`config.mk`:
```
export PLATFORM = sky130hd
export DESIGN_NAME = zoom_level_controller
export DESIGN_NICKNAME = d
export VERILOG_FILES = /design/src/rtl/zoom_pkg.sv /design/src/rtl/zoom_dim_calc.sv /design/src/rtl/zoom_level_controller.sv
export SDC_FILE = /design/constraint.sdc
export NUM_CORES = 1
export LEC_CHECK = 0
export CAP_MARGIN = 20
export CORE_ASPECT_RATIO = 1.75
export CORE_MARGIN = 4
export CORE_UTILIZATION = 41
export CTS_CLUSTER_DIAMETER = 120
export DETAILED_ROUTE_END_ITERATION = 6
export PLACE_DENSITY_LB_ADDON = 0.25
export SLEW_MARGIN = 20
export SYNTH_ARGS = -nofsm -noshare
export SYNTH_HDL_FRONTEND = slang
export SYNTH_SLANG_ARGS = --single-unit
export TNS_END_PERCENT = 10
```
`constraint.sdc`:
```
create_clock -name CLK -period 2.3 [get_ports CLK]
set_input_delay 0.23 -clock CLK [delete_from_list [all_inputs] [get_ports CLK]]
set_output_delay 0.23 -clock CLK [all_outputs]
set_load 0.01 [all_outputs]
```
`src/rtl/zoom_pkg.sv`:
```
// Shared encodings for the zoom level controller: scaling algorithms, FSM states,
// and the enlarge/reduce classification of an algorithm.
package zoom_pkg;

    typedef enum logic [1:0] {
        ALG_NN = 2'd0,
        ALG_PR = 2'd1,
        ALG_DC = 2'd2,
        ALG_BA = 2'd3
    } alg_t;

    typedef enum logic [1:0] {
        ST_IDLE  = 2'd0,
        ST_ISSUE = 2'd1,
        ST_WAIT  = 2'd2
    } state_t;

    // NN/PR enlarge, DC/BA reduce: the MSB of the encoding selects the direction.
    function automatic logic is_enlarge(input alg_t alg);
        return ~alg[1];
    endfunction

endpackage

```
`src/rtl/zoom_dim_calc.sv`:
```
// Combinational image-dimension calculator: maps a signed zoom level to
// width/height by shifting the level-0 base dimensions.
module zoom_dim_calc
    import zoom_pkg::*;
#(
    parameter int BASE_W   = 160,
    parameter int BASE_H   = 120,
    parameter int W_BITS   = 11,
    parameter int H_BITS   = 10,
    parameter int LVL_BITS = 3
) (
    input  logic signed [LVL_BITS-1:0] level,
    output logic        [W_BITS-1:0]   width,
    output logic        [H_BITS-1:0]   height
);

    localparam logic [W_BITS-1:0] BW = W_BITS'(BASE_W);
    localparam logic [H_BITS-1:0] BH = H_BITS'(BASE_H);

    logic                neg;
    logic [LVL_BITS-1:0] mag;

    assign neg = level[LVL_BITS-1];
    assign mag = neg ? $unsigned(-level) : $unsigned(level);

    // Right shifts are exact because the base is divisible by 2**MAX_DOWN.
    assign width  = neg ? (BW >> mag) : (BW << mag);
    assign height = neg ? (BH >> mag) : (BH << mag);

endmodule

```
`src/rtl/zoom_level_controller.sv`:
```
// Multi-level zoom controller: algorithm select, START/op_done handshake with the
// scaling engine, signed level tracking and registered output dimensions.
// Optional watchdog on the engine handshake when ZOOM_TIMEOUT_EN is defined.
module zoom_level_controller
    import zoom_pkg::*;
#(
    parameter int BASE_W    = 160,
    parameter int BASE_H    = 120,
    parameter int MAX_UP    = 2,
    parameter int MAX_DOWN  = 2,
    parameter int W_BITS    = 11,
    parameter int H_BITS    = 10,
    parameter int LVL_BITS  = 3,
    parameter int TO_CYCLES = 1023
) (
    input  logic                       CLK,
    input  logic                       RESET,
    input  logic                       SELECT,
    input  logic                       zoom_requested,
    input  logic                       zoom_restore,
    input  logic                       op_done,
    output alg_t                       ALGORITHM,
    output logic                       START,
    output alg_t                       OP_ALG,
    output logic                       BUSY,
    output logic                       RESTORE,
    output logic                       REJECT,
    output logic signed [LVL_BITS-1:0] ZOOM_LEVEL,
    output logic        [W_BITS-1:0]   IMG_WIDTH_OUT,
    output logic        [H_BITS-1:0]   IMG_HEIGHT_OUT,
    output logic                       TIMEOUT_ERR
);

    localparam logic signed [LVL_BITS-1:0] LVL_MAX = LVL_BITS'(MAX_UP);
    localparam logic signed [LVL_BITS-1:0] LVL_MIN = LVL_BITS'(-MAX_DOWN);
    localparam logic signed [LVL_BITS-1:0] LVL_ONE = LVL_BITS'(1);

    if (BASE_W % (1 << MAX_DOWN) != 0 || BASE_H % (1 << MAX_DOWN) != 0) begin : g_bad_base
        $error("BASE_W/BASE_H must be divisible by 2**MAX_DOWN");
    end
    if (TO_CYCLES < 1) begin : g_bad_to
        $error("TO_CYCLES must be at least 1");
    end

    state_t                     state;
    logic signed [LVL_BITS-1:0] lvl_nxt;
    logic        [W_BITS-1:0]   calc_w;
    logic        [H_BITS-1:0]   calc_h;
    logic                       at_limit;

`ifdef ZOOM_TIMEOUT_EN
    localparam int TO_W = $clog2(TO_CYCLES + 1);
    logic [TO_W-1:0] to_cnt;
`endif

    assign at_limit = is_enlarge(ALGORITHM) ? (ZOOM_LEVEL == LVL_MAX)
                                            : (ZOOM_LEVEL == LVL_MIN);

    // The level about to be committed; dims are derived from it so both update together.
    always_comb begin
        lvl_nxt = ZOOM_LEVEL;
        if (state == ST_IDLE && zoom_restore)
            lvl_nxt = '0;
        else if (state == ST_WAIT && op_done)
            lvl_nxt = is_enlarge(OP_ALG) ? ZOOM_LEVEL + LVL_ONE : ZOOM_LEVEL - LVL_ONE;
    end

    zoom_dim_calc #(
        .BASE_W  (BASE_W),
        .BASE_H  (BASE_H),
        .W_BITS  (W_BITS),
        .H_BITS  (H_BITS),
        .LVL_BITS(LVL_BITS)
    ) u_dim_calc (
        .level (lvl_nxt),
        .width (calc_w),
        .height(calc_h)
    );

    always_ff @(posedge CLK or posedge RESET) begin
        if (RESET) begin
            state          <= ST_IDLE;
            ALGORITHM      <= ALG_NN;
            OP_ALG         <= ALG_NN;
            START          <= 1'b0;
            BUSY           <= 1'b0;
            RESTORE        <= 1'b0;
            REJECT         <= 1'b0;
            TIMEOUT_ERR    <= 1'b0;
            ZOOM_LEVEL     <= '0;
            IMG_WIDTH_OUT  <= W_BITS'(BASE_W);
            IMG_HEIGHT_OUT <= H_BITS'(BASE_H);
`ifdef ZOOM_TIMEOUT_EN
            to_cnt         <= '0;
`endif
        end else begin
            START          <= 1'b0;
            RESTORE        <= 1'b0;
            REJECT         <= 1'b0;
            TIMEOUT_ERR    <= 1'b0;
            ZOOM_LEVEL     <= lvl_nxt;
            IMG_WIDTH_OUT  <= calc_w;
            IMG_HEIGHT_OUT <= calc_h;
            case (state)
                ST_IDLE: begin
                    if (zoom_restore) begin
                        RESTORE <= 1'b1;
                    end else if (zoom_requested) begin
                        if (at_limit) begin
                            REJECT <= 1'b1;
                        end else begin
                            OP_ALG <= ALGORITHM;
                            START  <= 1'b1;
                            BUSY   <= 1'b1;
                            state  <= ST_ISSUE;
                        end
                    end else if (SELECT) begin
                        ALGORITHM <= alg_t'(ALGORITHM + 2'd1);
                    end
                end
                ST_ISSUE: begin
                    if (zoom_requested || zoom_restore)
                        REJECT <= 1'b1;
                    state <= ST_WAIT;
`ifdef ZOOM_TIMEOUT_EN
                    to_cnt <= '0;
`endif
                end
                ST_WAIT: begin
                    if (zoom_requested || zoom_restore)
                        REJECT <= 1'b1;
                    if (op_done) begin
                        BUSY  <= 1'b0;
                        state <= ST_IDLE;
`ifdef ZOOM_TIMEOUT_EN
                    end else if (to_cnt == TO_W'(TO_CYCLES - 1)) begin
                        TIMEOUT_ERR <= 1'b1;
                        BUSY        <= 1'b0;
                        state       <= ST_IDLE;
                    end else begin
                        to_cnt <= to_cnt + 1'b1;
`endif
                    end
                end
                default: state <= ST_IDLE;
            endcase
        end
    end

endmodule

```
==> impl_metrics.csv, run 1 <==
group,metric,value,unit
clock_tree,tritoncts,"built",
timing,report.final.setup_viol,0,
yosys,postSynthNetCount,132,
power,max-vdd-ir-drop,0.685,mV
clock_tree,clock_tree.buffer_depth,2,
routing,drt.antenna.violating_nets,0,
worst_setup_path,cell_depth_of_the_worst_flop_to_flop_path,7,
floorplanning,placement_rows,28,
worst_setup_path,critical-path-top-cell-by-count,"ha_1",
finish,area_growth,40.9,%
floorplanning,ios,39,
worst_setup_path,number_of_gates_on_the_worst_path_with_buffers_counted,7,
worst_setup_path,timing_worst_setup_path_type,"reg -> reg",
place,placement.io_buffers,37,
timing,achievable-frequency,0.456,GHz
worst_setup_path,cp.required,2470,ps
place,place.detailed.hpwl,2.21,mm
routing,vias,1027,
worst_setup_path,critical-path-top-delay-family,"adder cells",
clock_tree,clock_sink_count,33,
yosys,synthFlopType,"dfrtp_1",
finish,nNetsFinal,184,
timing,max-slew-margin-rel,0.669,
timing,final.period_utilization,0.953,
floorplanning,die-height,87.1,um
finish,commonest_cells_after_routing_fill_and_taps_aside,"37 x clkdlybuf4s50_1, 26 x dfrtp_1, 13 x buf_4",
worst_setup_path,worst-path-buf-inv,0,
floorplanning,die-area,0.00464,mm2
yosys,syn-instance-count,118,
yosys,synth.yosys.seq_area_share,0.568,
clock_tree,worstSkewPairLatency,280,ps
finish,fillers,302,
worst_setup_path,worst_setup_path_start_kind,"flip-flop",
place,gp_congestion,0.749,
routing,initialDrtViolationCount,10,
floorplanning,area_of_the_core_region,0.00340,mm2
finish,drive_gt1_frac,0.251,
timing,drv_slew,0,
timing,worst_slew_pin_slew,493,ps
global_route,grt_pass1_wl,4.77,mm
finish,final_common_cell,"clkdlybuf4s50_1",
yosys,synth_edf_count,0,
clock_tree,htree_levels,2,
worst_setup_path,crit_arrival,2360,ps
routing,wl_per_cell,13.3,um
global_route,first_global_vias,1087,
global_route,largest_net_degree_at_the_start_of_global_routing,34,
power,leakage,0.950,nW
yosys,yosys_register_bits,33,
worst_setup_path,slowest_delay,560,ps
yosys,synthTopCellsByArea,"dfrtp_1 46%, dfstp_2 11%, ha_1 6.0%",
run_status,run_status,"finished clean",
global_route,grt_overflow_total,0,
finish,insertedDiodeCount,0,
worst_setup_path,critical_path_peak_fanout,3,
timing,fin_skew,6.45,ps
yosys,synthesis.area_per_instance,12.4,um2
place,dpl_cell_area,0.00195,mm2
worst_setup_path,cpMaxStageDelayCell,"fa_2",
floorplanning,floorplan.die.width,53.2,um
clock_tree,clk_root_buffer_cell,"clkbuf_8",
timing,post_route_minimum_period,2190,ps
floorplanning,start_util,0.432,
yosys,synthesis.yosys.warnings,0,
finish,final_area,0.00207,mm2
routing,detailedRoute.firstPassIterationCount,4,
min_path,worstHoldPathType,"in -> async",
yosys,mappedNetlistArea,0.00147,mm2
yosys,netlist-cell-type-count,42,
clock_tree,postCtsHoldBufs,0,
global_route,grt_usage,0.143,
power,powerDensity,1330,mW/mm2
yosys,yosys.area.top_type,"dfrtp_1",
worst_setup_path,crit_chain,"fa_2, and3_1, o21ai_2, ha_1, a21oi_1, ha_1, and2_1",
timing,timing_hold_violations_final,0,
flow_run,max_cap_viol_count,0,
finish,final_core_util,0.608,
routing,route.detailed.drc,0,
yosys,synth_top_area_share,0.461,
clock_tree,cts_made_buffers,5,
worst_setup_path,end_kind,"flip-flop",
global_route,antenna_found_initial,0,
yosys,synthArstFlopShare,1.00,
routing,post_drt_via_cell_ratio,4.75,
routing,drt-total-wl,2.87,mm
clock_tree,cts.reportedPaths.clkPinSlew,70,ps
## stage by stage
| stage | setup TNS [ps] | power (mW) | setup WS, ps | instances | hold slack [ps] |
|---|---|---|---|---|---|
| 2_1_floorplan | 0 | 1.72 | 19.5 | 118 | 306 |
| 3_3_place_gp | 0 | 2.28 | 86.6 | 205 | 476 |
| 3_5_place_dp | 0 | 2.32 | 35.7 | 205 | 484 |
| 4_1_cts | 0 | 2.75 | 20.1 | 213 | 369 |
| 5_1_grt | -0.469 | 2.96 | -0.469 | 216 | 397 |
| 6_report | 0 | 2.75 | 107 | 216 | 355 |
## sequential cells by signal, indices dropped and copies added, names as in the netlist
name            flops
state               2
ZOOM_LEVEL          3
REJECT              1
ALGORITHM           2
OP_ALG              2
START               1
BUSY                1
IMG_WIDTH_OUT      11
RESTORE             1
IMG_HEIGHT_OUT      9
## cell usage after synthesis (3+ instances only)
cell type,n
dfrtp_1,27
ha_1,7
inv_1,7
nor2_1,7
nor3_1,7
dfstp_2,6
nand2_1,5
a21oi_1,4
and3_1,3
mux2_2,3
xnor2_1,3
xor2_1,3
## power breakdown
group          total [mW]  switching, mW  internal [mW]
Combinational        1.42          0.672          0.749
Sequential          0.917          0.106          0.810
Clock               0.411          0.203          0.208
## cell type report
type                            instances  area, um2  area share
Timing Repair Buffer                   50        468       0.227
Clock inverter                          3       17.5     0.00848
Clock buffer                            5       68.8      0.0333
Sequential cell                        33        835       0.404
Inverter                               10       40.0      0.0194
Tap cell                               45       56.3      0.0273
Multi-Input combinational cell         70        581       0.281
## per-layer routing
layer	wire length (um)	global-route usage	vias up	share of wire
met5	0	0	-	0
met4	68	0.0767	0	0.024
met3	161	0.0309	6	0.056
met2	1650	0.259	28	0.57
met1	991	0.143	491	0.35
li1	-	-	502	-
## kinds of logic after synthesis
group                      share of synthesized area
DFF                                            0.568
adders and majority gates                     0.0734
buffers and inverters                         0.0503
xor gates and xnor gates                      0.0358
muxes                                         0.0452
AOI/OAI and AO/OA                             0.0802
and+or+nand+nor                                0.144
other                                        0.00256
## worst paths after layout
check | from | to | slack [ps]
max | OP_ALG[1] | IMG_HEIGHT_OUT[8] | 110
min | RESET | ZOOM_LEVEL[2] | 350
max reg2reg | OP_ALG[1] | IMG_HEIGHT_OUT[8] | 110
min reg2reg | OP_ALG[0] | OP_ALG[0] | 490
max in group asynchronous | RESET | IMG_HEIGHT_OUT[5] | 1610
min in group CLK | OP_ALG[0] | OP_ALG[0] | 490
## worst register-to-register path: cells and delay by family, from the launching register on
family	cells	cell delay, ps
compound gates	2	230
fa+ha+maj	3	1120
flops	1	430
simple gates	2	300
## what timing repair did
action / CTS / global route
gates resized for setup: 0 / 3
buffers inserted: 0 / 3
endpoints found under the setup margin: 0 / 3
Power figures use the tool's default switching activity.
==> inputs of run 2 (changes only) <==
CORE_ASPECT_RATIO = 1.2   (was 1.75)
==> run 2 against run 1 <==
Sequential share of layout area is 0.29 points lower. Final area is 0.73% higher. Count of clock-buffer cells in the layout is 2 higher. Routed wire length shrank 2.4%. Critical path type unchanged.
==> impl_metrics.csv, run 2 (synthesis gave the netlist of run 1 again) <==
group,metric,value,unit
timing,timing_hold_violations_final,0,
clock_tree,clock_tree.buffer_depth,2,
min_path,worstHoldPathType,"in -> async",
floorplanning,floorplan.die.width,62.6,um
clock_tree,tritoncts,"built",
finish,largest_register_ffs,11,
power,powerDensity,1380,mW/mm2
floorplanning,start_util,0.432,
finish,final_common_cell,"clkdlybuf4s50_1",
global_route,antenna_found_initial,0,
global_route,grt_pass1_wl,5.06,mm
worst_setup_path,slowest_delay,580,ps
place,placement.io_buffers,37,
global_route,grt_usage,0.140,
timing,tns,0,ps
timing,grt_setup_unrepaired,"no",
timing,final.period_utilization,0.953,
worst_setup_path,cp.required,2470,ps
routing,initialDrtViolationCount,21,
floorplanning,placement_rows,23,
timing,worst_slew_pin_slew,519,ps
worst_setup_path,crit_arrival,2360,ps
worst_setup_path,crit_chain,"fa_2, and3_1, o21ai_2, ha_1, a21oi_1, ha_1, and2_1",
finish,commonest_cells_after_routing_fill_and_taps_aside,"37 x clkdlybuf4s50_1, 26 x dfrtp_1, 12 x buf_4",
finish,drive_gt1_frac,0.247,
timing,fin_skew,2.32,ps
clock_tree,cts.reportedPaths.clkPinSlew,60,ps
routing,route.detailed.drc,0,
floorplanning,ios,39,
worst_setup_path,critical-path-top-cell-by-count,"ha_1",
worst_setup_path,critical_path_peak_fanout,4,
floorplanning,area_of_the_core_region,0.00340,mm2
clock_tree,postCtsHoldBufs,0,
flow_run,max_cap_viol_count,0,
finish,largest-register,"IMG_WIDTH_OUT",
finish,area_growth,41.9,%
finish,layout_top_registers,"IMG_WIDTH_OUT: 11 flops, IMG_HEIGHT_OUT: 9 flops, ZOOM_LEVEL: 3 flops",
finish,nNetsFinal,183,
run_status,run_status,"finished clean",
worst_setup_path,timing_worst_setup_path_type,"reg -> reg",
worst_setup_path,cpMaxStageDelayCell,"fa_2",
place,place.detailed.hpwl,2.14,mm
clock_tree,htree_levels,2,
routing,drt.antenna.violating_nets,0,
power,leakage,0.958,nW
timing,drv_slew,0,
routing,detailedRoute.firstPassIterationCount,4,
worst_setup_path,end_kind,"flip-flop",
power,max-vdd-ir-drop,0.725,mV
place,gp_congestion,0.820,
finish,insertedDiodeCount,0,
global_route,first_global_vias,1163,
power,power.total,2.88,mW
routing,post_drt_via_cell_ratio,5.05,
routing,drt-total-wl,2.80,mm
clock_tree,clock_sink_count,33,
timing,post_route_minimum_period,2190,ps
global_route,largest_net_degree_at_the_start_of_global_routing,34,
clock_tree,worstSkewPairLatency,280,ps
timing,achievable-frequency,0.456,GHz
floorplanning,die-area,0.00460,mm2
timing,report.final.setup_viol,0,
timing,max-slew-margin-rel,0.649,
finish,fillers,302,
finish,final_core_util,0.613,
floorplanning,die-height,73.5,um
clock_tree,cts_made_buffers,5,
clock_tree,clk_root_buffer_cell,"clkbuf_8",
global_route,grt_overflow_total,0,
routing,vias,1045,
worst_setup_path,worst_setup_path_start_kind,"flip-flop",
routing,wl_per_cell,13.5,um
[run 2: what timing repair did]
action | 4_1_cts | 5_1_grt
buffers inserted | 0 | 1
endpoints found under the setup margin | 0 | 3
resized for setup | 0 | 3
[run 2: through the flow]
step                hold WS (ps)  std cells  worst slack (ps)  instance area [um2]
floorplan                    306        118              19.5                 1480
global placement             468        198               102                 1950
detailed placement           490        198              61.1                 1950
CTS                          342        206              44.4                 2060
global route                 391        207              16.5                 2080
finish                       328        207               108                 2080
[run 2: critical path, delay by kind of cell (launching register included)]
kind	cells	cell delay (ps)
adders and majority gates	3	1120
AOI/OAI and AO/OA	2	210
DFF	1	450
and+or+nand+nor	2	300
[run 2: path summary, 6_finish.rpt]
| path | startpoint | end | slack [ps] | depth (start not counted) |
|---|---|---|---|---|
| max | OP_ALG[1] | IMG_HEIGHT_OUT[1] | 110 | 7 |
| max in group asynchronous | RESET | IMG_WIDTH_OUT[5] | 1640 | 3 |
| min in group CLK | OP_ALG[0] | OP_ALG[0] | 500 | 1 |
| max reg2reg | OP_ALG[1] | IMG_HEIGHT_OUT[1] | 110 | 7 |
| min | RESET | ZOOM_LEVEL[2] | 330 | 3 |
| min reg2reg | OP_ALG[0] | OP_ALG[0] | 500 | 1 |
[run 2: power by group]
group          internal [mW]  switching (mW)  total [mW]  leakage [nW]
clock                  0.353           0.203       0.556        0.0585
combinational          0.741           0.660        1.40         0.484
sequential             0.811           0.111       0.922         0.416
total                   1.90           0.974        2.88         0.958
[run 2: cell type report]
type                       count  area, um2  share of cell area
tap                           37       46.3              0.0222
sequential                    33        835               0.401
clock inverter                 1       30.0              0.0144
inverter                      10       40.0              0.0192
multi-input combinational     70        583               0.280
clock buffer                   7       86.3              0.0415
timing repair buffer          49        460               0.221
[run 2: layer usage]
layer	part of all wire	wire length, um	track usage
met3	0.056	157	0.0489
met2	0.55	1530	0.267
met4	0.016	44	0.0515
met5	0	0	0
met1	0.38	1060	0.142
==> inputs of run 3 (changes only) <==
CAP_MARGIN = default   (was 20)
MAX_ROUTING_LAYER = met4   (was default)
RECOVER_POWER = 50   (was default)
==> run 3 against run 2 <==
Sequential share of layout area grew 0.34 points. Power shrank 1.5%. Sequential power shrank 0.4%. Combinational power shrank 3%. Critical path depth is the same.
==> impl_metrics.csv, run 3 (synthesis gave the netlist of run 1 again) <==
group,metric,value,unit
worst_setup_path,r2r-start,"OP_ALG[1]",
global_route,first_global_vias,1163,
power,power_frac_seq,0.324,
worst_setup_path,worst-path-buf-inv,0,
power,p_comb_frac,0.480,
global_route,antenna_found_initial,0,
place,gp_congestion,0.832,
power,leakage,0.992,nW
finish,drive_gt1_frac,0.241,
place,place_inst,198,
finish,final-instance-count-excl-fill,207,
worst_setup_path,crit_chain,"fa_2, and3_1, o21ai_2, ha_1, a21oi_1, ha_1, and2_1",
finish,final_common_cell,"dfrtp_1",
finish,largest_register_ffs,11,
clock_tree,postCtsHoldBufs,0,
place,placement.io_buffers,37,
run_status,run_status,"finished clean",
finish,insertedDiodeCount,0,
timing,timing_hold_violations_final,0,
finish,final_area,0.00206,mm2
routing,initialDrtViolationCount,21,
worst_setup_path,slowest_delay,580,ps
finish,area_growth,40.7,%
timing,post_route_minimum_period,2190,ps
finish,commonest_cells_after_routing_fill_and_taps_aside,"26 x dfrtp_1, 22 x clkdlybuf4s50_1, 15 x dlygate4sd3_1",
finish,multi_input_area,568,um2
worst_setup_path,cpMaxStageDelayCell,"fa_2",
clock_tree,clock_sink_count,33,
power,internal_power,1.87,mW
clock_tree,tritoncts,"built",
power,clkPwrFrac,0.196,
routing,wl_per_cell,13.6,um
power,powerDensity,1370,mW/mm2
global_route,grt_usage,0.145,
floorplanning,floorplan.die.width,62.6,um
global_route,grt_pass1_wl,5.06,mm
routing,drt-total-wl,2.82,mm
min_path,min_from,"OP_ALG[0]",
min_path,worstHoldPathType,"reg -> reg",
clock_tree,htree_levels,2,
global_route,largest_net_degree_at_the_start_of_global_routing,34,
floorplanning,start_util,0.432,
routing,drt.antenna.violating_nets,0,
finish,layout_top_registers,"IMG_WIDTH_OUT: 11 flops, IMG_HEIGHT_OUT: 9 flops, ZOOM_LEVEL: 3 flops",
clock_tree,worstSkewPairLatency,280,ps
timing,drv_slew,0,
worst_setup_path,critical-path-top-delay-family,"adder cells",
finish,seq_area,835,um2
clock_tree,cts.reportedPaths.clkPinSlew,60,ps
power,switchingPower,964,uW
floorplanning,die-height,73.5,um
place,place.detailed.hpwl,2.14,mm
power,power.total,2.83,mW
worst_setup_path,timing_worst_setup_path_type,"reg -> reg",
floorplanning,placement_rows,23,
worst_setup_path,worst_setup_path_start_kind,"flip-flop",
timing,final.period_utilization,0.953,
routing,post_drt_via_cell_ratio,5.04,
flow_run,max_cap_viol_count,0,
routing,route.detailed.drc,0,
global_route,grt_overflow_total,0,
worst_setup_path,end_kind,"flip-flop",
routing,detailedRoute.firstPassIterationCount,4,
finish,fillers,305,
finish,largest-register,"IMG_WIDTH_OUT",
timing,achievable-frequency,0.456,GHz
worst_setup_path,timing.critical_path.from,"OP_ALG[1]",
timing,report.final.setup_viol,0,
timing,grt_setup_unrepaired,"no",
timing,hold_ws,502,ps
floorplanning,ios,39,
timing,worst_slew_pin_slew,784,ps
floorplanning,area_of_the_core_region,0.00340,mm2
timing,max-slew-margin-rel,0.477,
place,dpl_cell_area,0.00195,mm2
power,max-vdd-ir-drop,0.723,mV
routing,vias,1044,
worst_setup_path,cp.required,2470,ps
power,netSwitchingFraction,0.340,
floorplanning,die-area,0.00460,mm2
clock_tree,clock_tree.buffer_depth,2,
finish,nNetsFinal,183,
clock_tree,clk_root_buffer_cell,"clkbuf_8",
clock_tree,cts_made_buffers,5,
timing,tns,0,ps
worst_setup_path,crit_arrival,2360,ps
worst_setup_path,critical_path_peak_fanout,4,
timing,fin_skew,2.18,ps
worst_setup_path,critical-path-top-cell-by-count,"ha_1",
[run 3: cell types whose count changed in the layout (fill, tap and decap cells not counted)]
| cell | before | now |
|---|---|---|
| nor4b_4 | 1 | 0 |
| clkbuf_2 | 0 | 1 |
| nor4b_1 | 1 | 2 |
| buf_4 | 12 | 11 |
| dlygate4sd3_1 | 0 | 15 |
| clkdlybuf4s50_1 | 37 | 22 |
[run 3: worst paths after layout]
kind | endpoint | slack [ps] | cells past startpoint
max | IMG_HEIGHT_OUT[1] | 110 | 7
max reg2reg | IMG_HEIGHT_OUT[1] | 110 | 7
min in group asynchronous | ZOOM_LEVEL[2] | 610 | 3
max in group asynchronous | OP_ALG[1] | 1140 | 3
min reg2reg | OP_ALG[0] | 500 | 1
min | OP_ALG[0] | 500 | 1
[run 3: timing repair]
action                                  in CTS  in global routing
endpoints found under the setup margin       0                  3
setup buffers                                0                  1
resized for setup                            0                  3
[run 3: power by group through the flow]
stage	sequential [mW]	clock, mW	combinational, mW
finish	0.918	0.556	1.36
global route	0.946	0.593	1.51
CTS	0.928	0.569	1.41
detailed placement	0.936	0	1.41
global placement	0.926	0	1.38
floorplan	1.02	0	0.692
[run 3: layout make-up]
class / instances / area share
flip-flops and latches: 33 / 0.404
multi-input cells: 70 / 0.275
repair buffers: 49 / 0.222
clock buffers: 7 / 0.0418
well taps: 37 / 0.0224
inverters: 10 / 0.0194
clock inverters: 1 / 0.0146
[run 3: worst register-to-register path: stages, from the launching register on]
cell     delay, ps
dfrtp_2        450
fa_2           580
and3_1         160
o21ai_2         80
ha_1           290
a21oi_1        130
ha_1           250
and2_1         140
[run 3: layer usage]
metal / vias up / GRT usage / wire, um / share of wire
met2: 28 / 0.267 / 1540 / 0.55
met3: 5 / 0.0489 / 157 / 0.056
met1: 513 / 0.142 / 1080 / 0.38
met5: - / - / 0 / 0
li1: 498 / - / - / -
met4: 0 / 0.0515 / 44 / 0.016
[run 3: stage by stage]
stage | setup WS (ps) | util
2_1_floorplan | 19.5 | -
3_3_place_gp | 102 | 0.573
3_5_place_dp | 61.1 | 0.573
4_1_cts | 44.4 | 0.608
5_1_grt | 16.5 | 0.608
6_report | 108 | 0.608
